## config.mk

```make
export PLATFORM = sky130hd
export DESIGN_NAME = ps2_host_tx
export DESIGN_NICKNAME = d
export VERILOG_FILES = /design/src/rtl/ps2_pkg.sv /design/src/rtl/ps2_line_filter.sv /design/src/rtl/ps2_host_tx.sv
export SDC_FILE = /design/constraint.sdc
export NUM_CORES = 1
export LEC_CHECK = 0
export ABC_AREA = 0
export CORE_MARGIN = 4
export CORE_UTILIZATION = 45
export CTS_CLUSTER_SIZE = 20
export DETAILED_ROUTE_END_ITERATION = 8
export PLACE_DENSITY = 0.69
export SLEW_MARGIN = 20
export SYNTH_ARGS = -nofsm -noshare
export SYNTH_HDL_FRONTEND = slang
export SYNTH_HIERARCHICAL = 1
export SYNTH_SLANG_ARGS = --single-unit
```

## constraint.sdc

```tcl
create_clock -name CLK -period 1.9 [get_ports CLK]
set_clock_uncertainty 0.1 [all_clocks]
set_input_delay 0.285 -clock CLK [delete_from_list [all_inputs] [get_ports CLK]]
set_output_delay 0.285 -clock CLK [all_outputs]
set_load 0.03 [all_outputs]
```

## src/rtl/ps2_pkg.sv

```systemverilog
// ps2_pkg: shared types and constants for the PS/2 host transmitter.
//   ps2_tx_state_t   - transmitter FSM state encoding
//   PS2_CMD_*        - host-to-device command bytes
//   PS2_RSP_*        - device response bytes, used by the receiver side
//   ps2_odd_parity() - parity bit that makes data+parity carry an odd number of ones
package ps2_pkg;

  typedef enum logic [2:0] {
    ST_IDLE,
    ST_INHIBIT,
    ST_REQ,
    ST_DATA,
    ST_ACK,
    ST_WAIT_IDLE,
    ST_ERROR
  } ps2_tx_state_t;

  localparam logic [7:0] PS2_CMD_SET_LED = 8'hED;
  localparam logic [7:0] PS2_CMD_RESET   = 8'hFF;
  localparam logic [7:0] PS2_CMD_ENABLE  = 8'hF4;

  localparam logic [7:0] PS2_RSP_ACK     = 8'hFA;
  localparam logic [7:0] PS2_RSP_RESEND  = 8'hFE;

  function automatic logic ps2_odd_parity(input logic [7:0] d);
    return ~^d;
  endfunction

endpackage

```

## src/rtl/ps2_line_filter.sv

```systemverilog
// ps2_line_filter: conditions one raw PS/2 pin.
//   i_clk   - block clock
//   i_rst_n - asynchronous active-low reset
//   i_pin   - raw asynchronous pin level
//   o_level - filtered level (idle high after reset)
//   o_fall  - one-cycle strobe after o_level goes 1 -> 0
// The pin goes through a 2-FF synchronizer; the filtered level only changes
// once 4 consecutive synchronized samples agree on the new value.
module ps2_line_filter (
  input  logic i_clk,
  input  logic i_rst_n,
  input  logic i_pin,
  output logic o_level,
  output logic o_fall
);

  logic [1:0] r_sync;
  logic [2:0] r_hist;
  logic       r_level;
  logic       r_level_q;
  logic       r_fall;
  logic       w_sample;
  logic       w_stable;

  assign w_sample = r_sync[1];
  // Current sample plus the three before it all equal and different from the level.
  assign w_stable = (r_hist == {3{w_sample}}) && (w_sample != r_level);

  always_ff @(posedge i_clk or negedge i_rst_n) begin
    if (!i_rst_n) begin
      r_sync    <= 2'b11;
      r_hist    <= 3'b111;
      r_level   <= 1'b1;
      r_level_q <= 1'b1;
      r_fall    <= 1'b0;
    end else begin
      r_sync    <= {r_sync[0], i_pin};
      r_hist    <= {r_hist[1:0], w_sample};
      if (w_stable) r_level <= w_sample;
      r_level_q <= r_level;
      r_fall    <= r_level_q & ~r_level;
    end
  end

  assign o_level = r_level;
  assign o_fall  = r_fall;

endmodule

```

## src/rtl/ps2_host_tx.sv

```systemverilog
// ps2_host_tx: host-to-device PS/2 byte transmitter.
//   CLK, nRESET            - block clock, asynchronous active-low reset
//   tx_data, tx_valid      - byte and request; accepted on tx_valid && tx_ready
//   tx_ready               - high only in IDLE
//   busy                   - high whenever not IDLE
//   tx_done / tx_error     - one-cycle completion / failure pulses
//   PS2_CLK_IN, PS2_DAT_IN - raw open-collector pin levels
//   PS2_CLK_OE, PS2_DAT_OE - 1 pulls the corresponding line low
// Handshake: a byte is taken at the rising CLK edge where tx_valid and
// tx_ready are both high; tx_valid outside IDLE is ignored.
// Optional macro PS2_TX_RETRY_EN: a failed frame is resent up to two more
// times before tx_error is raised.
module ps2_host_tx
  import ps2_pkg::*;
#(
  parameter int CLK_HZ     = 14000000,
  parameter int INHIBIT_US = 100,
  parameter int TIMEOUT_US = 15000
) (
  input  logic       CLK,
  input  logic       nRESET,
  input  logic [7:0] tx_data,
  input  logic       tx_valid,
  output logic       tx_ready,
  output logic       busy,
  output logic       tx_done,
  output logic       tx_error,
  input  logic       PS2_CLK_IN,
  input  logic       PS2_DAT_IN,
  output logic       PS2_CLK_OE,
  output logic       PS2_DAT_OE
);

  localparam longint INH_L   = (longint'(CLK_HZ) * longint'(INHIBIT_US)) / 64'd1000000;
  localparam longint TO_L    = (longint'(CLK_HZ) * longint'(TIMEOUT_US)) / 64'd1000000;
  localparam int     INH_CNT = int'(INH_L);
  localparam int     TO_CNT  = int'(TO_L);
  localparam int     MAX_CNT = (TO_CNT > INH_CNT) ? TO_CNT : INH_CNT;
  localparam int     CNT_W   = $clog2(MAX_CNT);

  ps2_tx_state_t r_state, w_next;
  logic [CNT_W-1:0] r_cnt;
  logic [7:0]       r_data;
  logic             r_par;
  logic [3:0]       r_idx;
  logic [15:0]      w_frame;
  logic             w_clk_level, w_clk_fall;
  logic             w_dat_level, w_dat_fall_unused;
  logic             w_accept, w_inh_last, w_timeout, w_tmo_state;
`ifdef PS2_TX_RETRY_EN
  logic [1:0]       r_retry;
`endif

  ps2_line_filter u_clk_filt (
    .i_clk(CLK), .i_rst_n(nRESET), .i_pin(PS2_CLK_IN),
    .o_level(w_clk_level), .o_fall(w_clk_fall)
  );

  ps2_line_filter u_dat_filt (
    .i_clk(CLK), .i_rst_n(nRESET), .i_pin(PS2_DAT_IN),
    .o_level(w_dat_level), .o_fall(w_dat_fall_unused)
  );

  // Bits 0-7 data, 8 parity, 9 stop; upper bits padded with 1 (line released).
  assign w_frame    = {6'h3F, 1'b1, r_par, r_data};
  assign w_accept   = (r_state == ST_IDLE) && tx_valid;
  assign w_inh_last = (r_cnt == CNT_W'(INH_CNT - 1));
  assign w_timeout  = (r_cnt == CNT_W'(TO_CNT - 1));
  // States whose counter is restarted by device clock edges.
  assign w_tmo_state = (r_state == ST_REQ) || (r_state == ST_DATA) ||
                       (r_state == ST_ACK) || (r_state == ST_WAIT_IDLE);

  always_comb begin
    w_next     = r_state;
    tx_ready   = 1'b0;
    busy       = 1'b1;
    tx_done    = 1'b0;
    tx_error   = 1'b0;
    PS2_CLK_OE = 1'b0;
    PS2_DAT_OE = 1'b0;
    case (r_state)
      ST_IDLE: begin
        tx_ready = 1'b1;
        busy     = 1'b0;
        if (tx_valid) w_next = ST_INHIBIT;
      end
      ST_INHIBIT: begin
        // Device clock edges are ignored here; holding the clock low wins.
        PS2_CLK_OE = 1'b1;
        if (w_inh_last) begin
          PS2_DAT_OE = 1'b1;
          w_next     = ST_REQ;
        end
      end
      ST_REQ: begin
        PS2_DAT_OE = 1'b1;
        if (w_clk_fall)     w_next = ST_DATA;
        else if (w_timeout) w_next = ST_ERROR;
      end
      ST_DATA: begin
        PS2_DAT_OE = ~w_frame[r_idx];
        if (w_clk_fall) begin
          if (r_idx == 4'd9) w_next = ST_ACK;
        end else if (w_timeout) begin
          w_next = ST_ERROR;
        end
      end
      ST_ACK: begin
        if (w_clk_fall)     w_next = w_dat_level ? ST_ERROR : ST_WAIT_IDLE;
        else if (w_timeout) w_next = ST_ERROR;
      end
      ST_WAIT_IDLE: begin
        if (w_clk_level && w_dat_level) begin
          tx_done = 1'b1;
          w_next  = ST_IDLE;
        end else if (w_timeout) begin
          w_next = ST_ERROR;
        end
      end
      ST_ERROR: begin
`ifdef PS2_TX_RETRY_EN
        if (r_retry != 2'd2) begin
          w_next = ST_INHIBIT;
        end else begin
          tx_error = 1'b1;
          w_next   = ST_IDLE;
        end
`else
        tx_error = 1'b1;
        w_next   = ST_IDLE;
`endif
      end
      default: w_next = ST_IDLE;
    endcase
  end

  always_ff @(posedge CLK or negedge nRESET) begin
    if (!nRESET) begin
      r_state <= ST_IDLE;
      r_cnt   <= '0;
      r_data  <= '0;
      r_par   <= 1'b0;
      r_idx   <= '0;
    end else begin
      r_state <= w_next;
      if ((r_state == ST_IDLE) || (w_next != r_state) || (w_tmo_state && w_clk_fall))
        r_cnt <= '0;
      else
        r_cnt <= r_cnt + 1'b1;
      if (w_accept) begin
        r_data <= tx_data;
        r_par  <= ps2_odd_parity(tx_data);
      end
      if ((r_state == ST_REQ) && w_clk_fall)
        r_idx <= '0;
      else if ((r_state == ST_DATA) && w_clk_fall && (r_idx != 4'd9))
        r_idx <= r_idx + 1'b1;
    end
  end

`ifdef PS2_TX_RETRY_EN
  always_ff @(posedge CLK or negedge nRESET) begin
    if (!nRESET)
      r_retry <= '0;
    else if (w_accept)
      r_retry <= '0;
    else if ((r_state == ST_ERROR) && (w_next == ST_INHIBIT))
      r_retry <= r_retry + 1'b1;
  end
`endif

endmodule

```

==> results by stage <==
Final layout:
- In the final layout, the share of cells above drive strength 1 is 0.491.
- The top cell types in the final layout, fill and taps aside, are 59 x buf_4, 32 x dfrtp_1, 17 x xnor2_1, 16 x nand2_1.
- The diode insertion count for antenna repair is 0.
- The most common cell after layout, fill and taps aside is buf_4.
- The final standard cell area without fillers is around 3700 um^2.
- At the end of the flow the core is filled with cells to 0.665.
- The area growth from synthesis to layout is 40.8%.
- The number of nets in the layout is between 300 and 400.

Global routing:
- The global-route total usage across every layer is 0.178.
- The via count of the first global-routing pass is ~2,100.
- The global-route wire length before repair is about 10 mm.
- The remaining global-route overflow is 0.
- The number of antenna violations at the first check in global routing was 0.
- The maximum number of pins on one net before global-route repair is 30.

Timing:
- The setup total negative slack is -1.87 ns.
- The relative max-transition margin is 0.682.
- The share of the cycle needed by the critical path after routing is 1.23.
- Setup violations remaining at the end of the flow were counted as 14.
- Once routing completed, OpenROAD measured the worst setup slack at -0.433 ns.
- The total count of hold-check failures in the final report is 0.
- The top achievable clock speed is ~0.43 GHz.
- Setup repair after global routing could not meet its margin everywhere.
- The final count of pins violating max slew came to 0.
- After layout, the minimum clock period comes to 2.33 ns.
- The measured slew at the worst slew-check pin is 0.477 ns.

Worst setup path:
- The category of the worst setup path launch point is a flop.
- The worst-path cell with the longest stage delay is or4_4.
- Traced cell by cell, the critical path runs through nor4b_4, nand2_1, or4_4, o21ai_4, buf_6.
- The critical path crosses 5 cells after its start point.
- The worst setup path is captured at an output pin.
- In this run the worst path has a maximum fanout of 3.
- At the worst endpoint, the required time is roughly 1.5 ns.
- The cell type group with the largest total delay on the critical path is simple AND/OR/NAND/NOR gates.
- In this run the critical register-to-register path is launched from r_cnt[0]$_DFF_PN0_.
- The delay of the slowest cell on the worst path is 0.54 ns.
- The number of buffers and inverters on the critical path is 1.
- The kind of critical path is flop to output pin.
- The depth of the worst register-to-register path is 11.
- In this run the critical register-to-register path is captured at r_state[1]$_DFF_PN0_.
- At the worst endpoint, the arrival time is around 2.0 ns.
- The setup check on the worst reg-to-reg path leaves a slack of -0.16 ns.

Outcome:
- The run finished, with violations left.
- The checks that failed: negative setup slack.

Synthesis:
- The synthesized cell area is approximately 2600 um^2.
- The net count of the mapped netlist is approximately 260.
- The average instance in the mapped netlist occupies between 10 and 15 um^2.
- For this run, the number of Yosys warnings is 6.
- The number of cells produced by synthesis is approximately 240.

Power:
- The share of total power dissipated in combinational logic is 0.079.
- The internal cell power is 1500 uW.
- Power spread over the standard cell area amounts to around 530 nW/um^2.
- For this design the static power due to leakage is about 0.0016 uW.
- The share of total power dissipated in the clock network is 0.347.
- After layout, the design draws a total of roughly 1900 uW.
- The share of total power dissipated in sequential elements is 0.575.
- IR analysis of the VDD net gives a maximum drop of between 400 and 500 uV.
- In this run the power spent charging and discharging nets is 443 uW.
- The switching share of total power is 0.228.

Detailed routing:
- The count of nets left with antenna violations once routing finished came out at 0.
- The detailed-route vias per instance is 5.47.
- Summed over all layers, the routed wires come to around 6.3 mm.
- The post-detailed-route DRC marker count is 0.
- The final route contains around 2,200 vias.
- The first detailed-routing pass ran for 4 iterations.
- The violation count after the first detailed-route iteration is approximately 140.
- The average routed wire per standard cell is between 15 and 20 um.

Die:
- The area enclosed by the die boundary is a little over 7000 um^2.
- The row count is 27.
- In this run the standard cell core region covers 5570 um^2.
- The die height is about 84 um.
- The floorplan die width is around 84 um.
- The top-level port count is 19.
- The initial utilization of the core area, before any placement, comes to 0.472.

Placed design:
- The worst setup slack before clock tree synthesis is -0.155 ns.
- In this run the cell area measured after placement is around 3200 um^2.
- The post-detailed-placement half-perimeter wirelength is 4.16 mm.
- The placer's final routability congestion estimate is 0.836.
- Input and output buffers added on the ports amount to 18.

Worst hold path:
- The hold path endpoint is u_dat_filt/r_sync[1]$_DFF_PN1_.
- The hold path startpoint is u_dat_filt/r_sync[0]$_DFF_PN1_.
- The class of the tightest hold or removal check is flop to flop.
- The hold path depth is 0.

Clock network:
- The root buffer cell chosen for the clock tree is clkbuf_8.
- CTS built an H-tree with a depth of 2.
- The clock edge transition at the registers on the reported setup and hold paths is 0.09 ns.
- In this run, CTS created clock tree buffers numbering 5.
- The clock drives 48 sinks.
- At the later pin of the worst-skew pair, clock insertion delay measures 0.30 ns.
- The clock tree buffer depth is 2.
- The clock tree from TritonCTS is built.

Run:
- The number of maximum-capacitance constraint violations is 0.
power by group through the flow:
stage	Combinational, uW	Clock [uW]	Sequential (uW)
global route	169	743	1130
detailed placement	151	0	1140
finish	153	675	1120
global placement	146	0	1140
floorplan	89.1	0	1120
CTS	152	696	1120
through the flow:
stage,hold slack [ns],instances
2_1_floorplan,-0.111,239
3_3_place_gp,0.154,373
3_5_place_dp,0.166,373
4_1_cts,0.261,387
5_1_grt,0.264,398
6_report,0.261,398
worst reg2reg max path: stages (launching register included):
cell	delay, ns
dfrtp_1	0.40
ha_4	0.15
buf_6	0.10
nand3_4	0.09
nor3_4	0.20
buf_6	0.13
buf_6	0.09
a22oi_2	0.09
buf_4	0.14
buf_4	0.12
buf_4	0.11
o21ai_0	0.24
area by class of cell:
class	count	area, um^2
clock inverters	1	5.00
inverters	9	33.8
multi-input cells	172	1500
fillers	413	1870
clock buffers	7	97.6
flip-flops and latches	48	1220
well taps	72	90.1
repair buffers	89	764
flip-flops by register name, summed over array words and instances, names as in the netlist:
signal                count
u_clk_filt/o_level        1
u_dat_filt/r_sync         2
u_clk_filt/r_hist         3
r_par                     1
u_clk_filt/o_fall         1
r_cnt                    18
r_state                   3
u_dat_filt/o_level        1
u_clk_filt/r_level_q      1
u_dat_filt/r_hist         3
r_data                    8
r_idx                     4
u_clk_filt/r_sync         2
worst max-delay path by stage:
| stage | startpoint | endpoint | slack, ns |
|---|---|---|---|
| 2_1_floorplan | r_idx[0]$_DFFE_PN0P_ | PS2_DAT_OE | -0.007 |
| 3_3_place_gp | r_cnt[11]$_DFF_PN0_ | PS2_DAT_OE | -0.05 |
| 4_1_cts | r_cnt[11]$_DFF_PN0_ | PS2_DAT_OE | -0.37 |
| 5_1_grt | r_cnt[11]$_DFF_PN0_ | PS2_DAT_OE | -0.48 |
| 6_report | r_cnt[11]$_DFF_PN0_ | PS2_DAT_OE | -0.43 |
| 3_5_place_dp | r_idx[0]$_DFFE_PN0P_ | r_cnt[17]$_DFF_PN0_ | -0.16 |
layer usage:
metal,vias up,part of all wire,global-route usage
met1,1079,0.46,0.248
met3,8,0.050,0.0334
li1,1039,-,-
met4,0,0.018,0.0475
met2,53,0.47,0.287
met5,-,0,0
what timing repair did:
| action | in CTS | in global routing |
|---|---|---|
| endpoints found under the setup margin | 15 | 23 |
| gates resized for setup | 27 | 35 |
| hold endpoints to repair | 6 | 0 |
| buffers inserted | 4 | 10 |
| hold buffers | 1 | 0 |
| cloned | 1 | 1 |
| pin swaps | 3 | 7 |
Power figures use the tool's default switching activity.
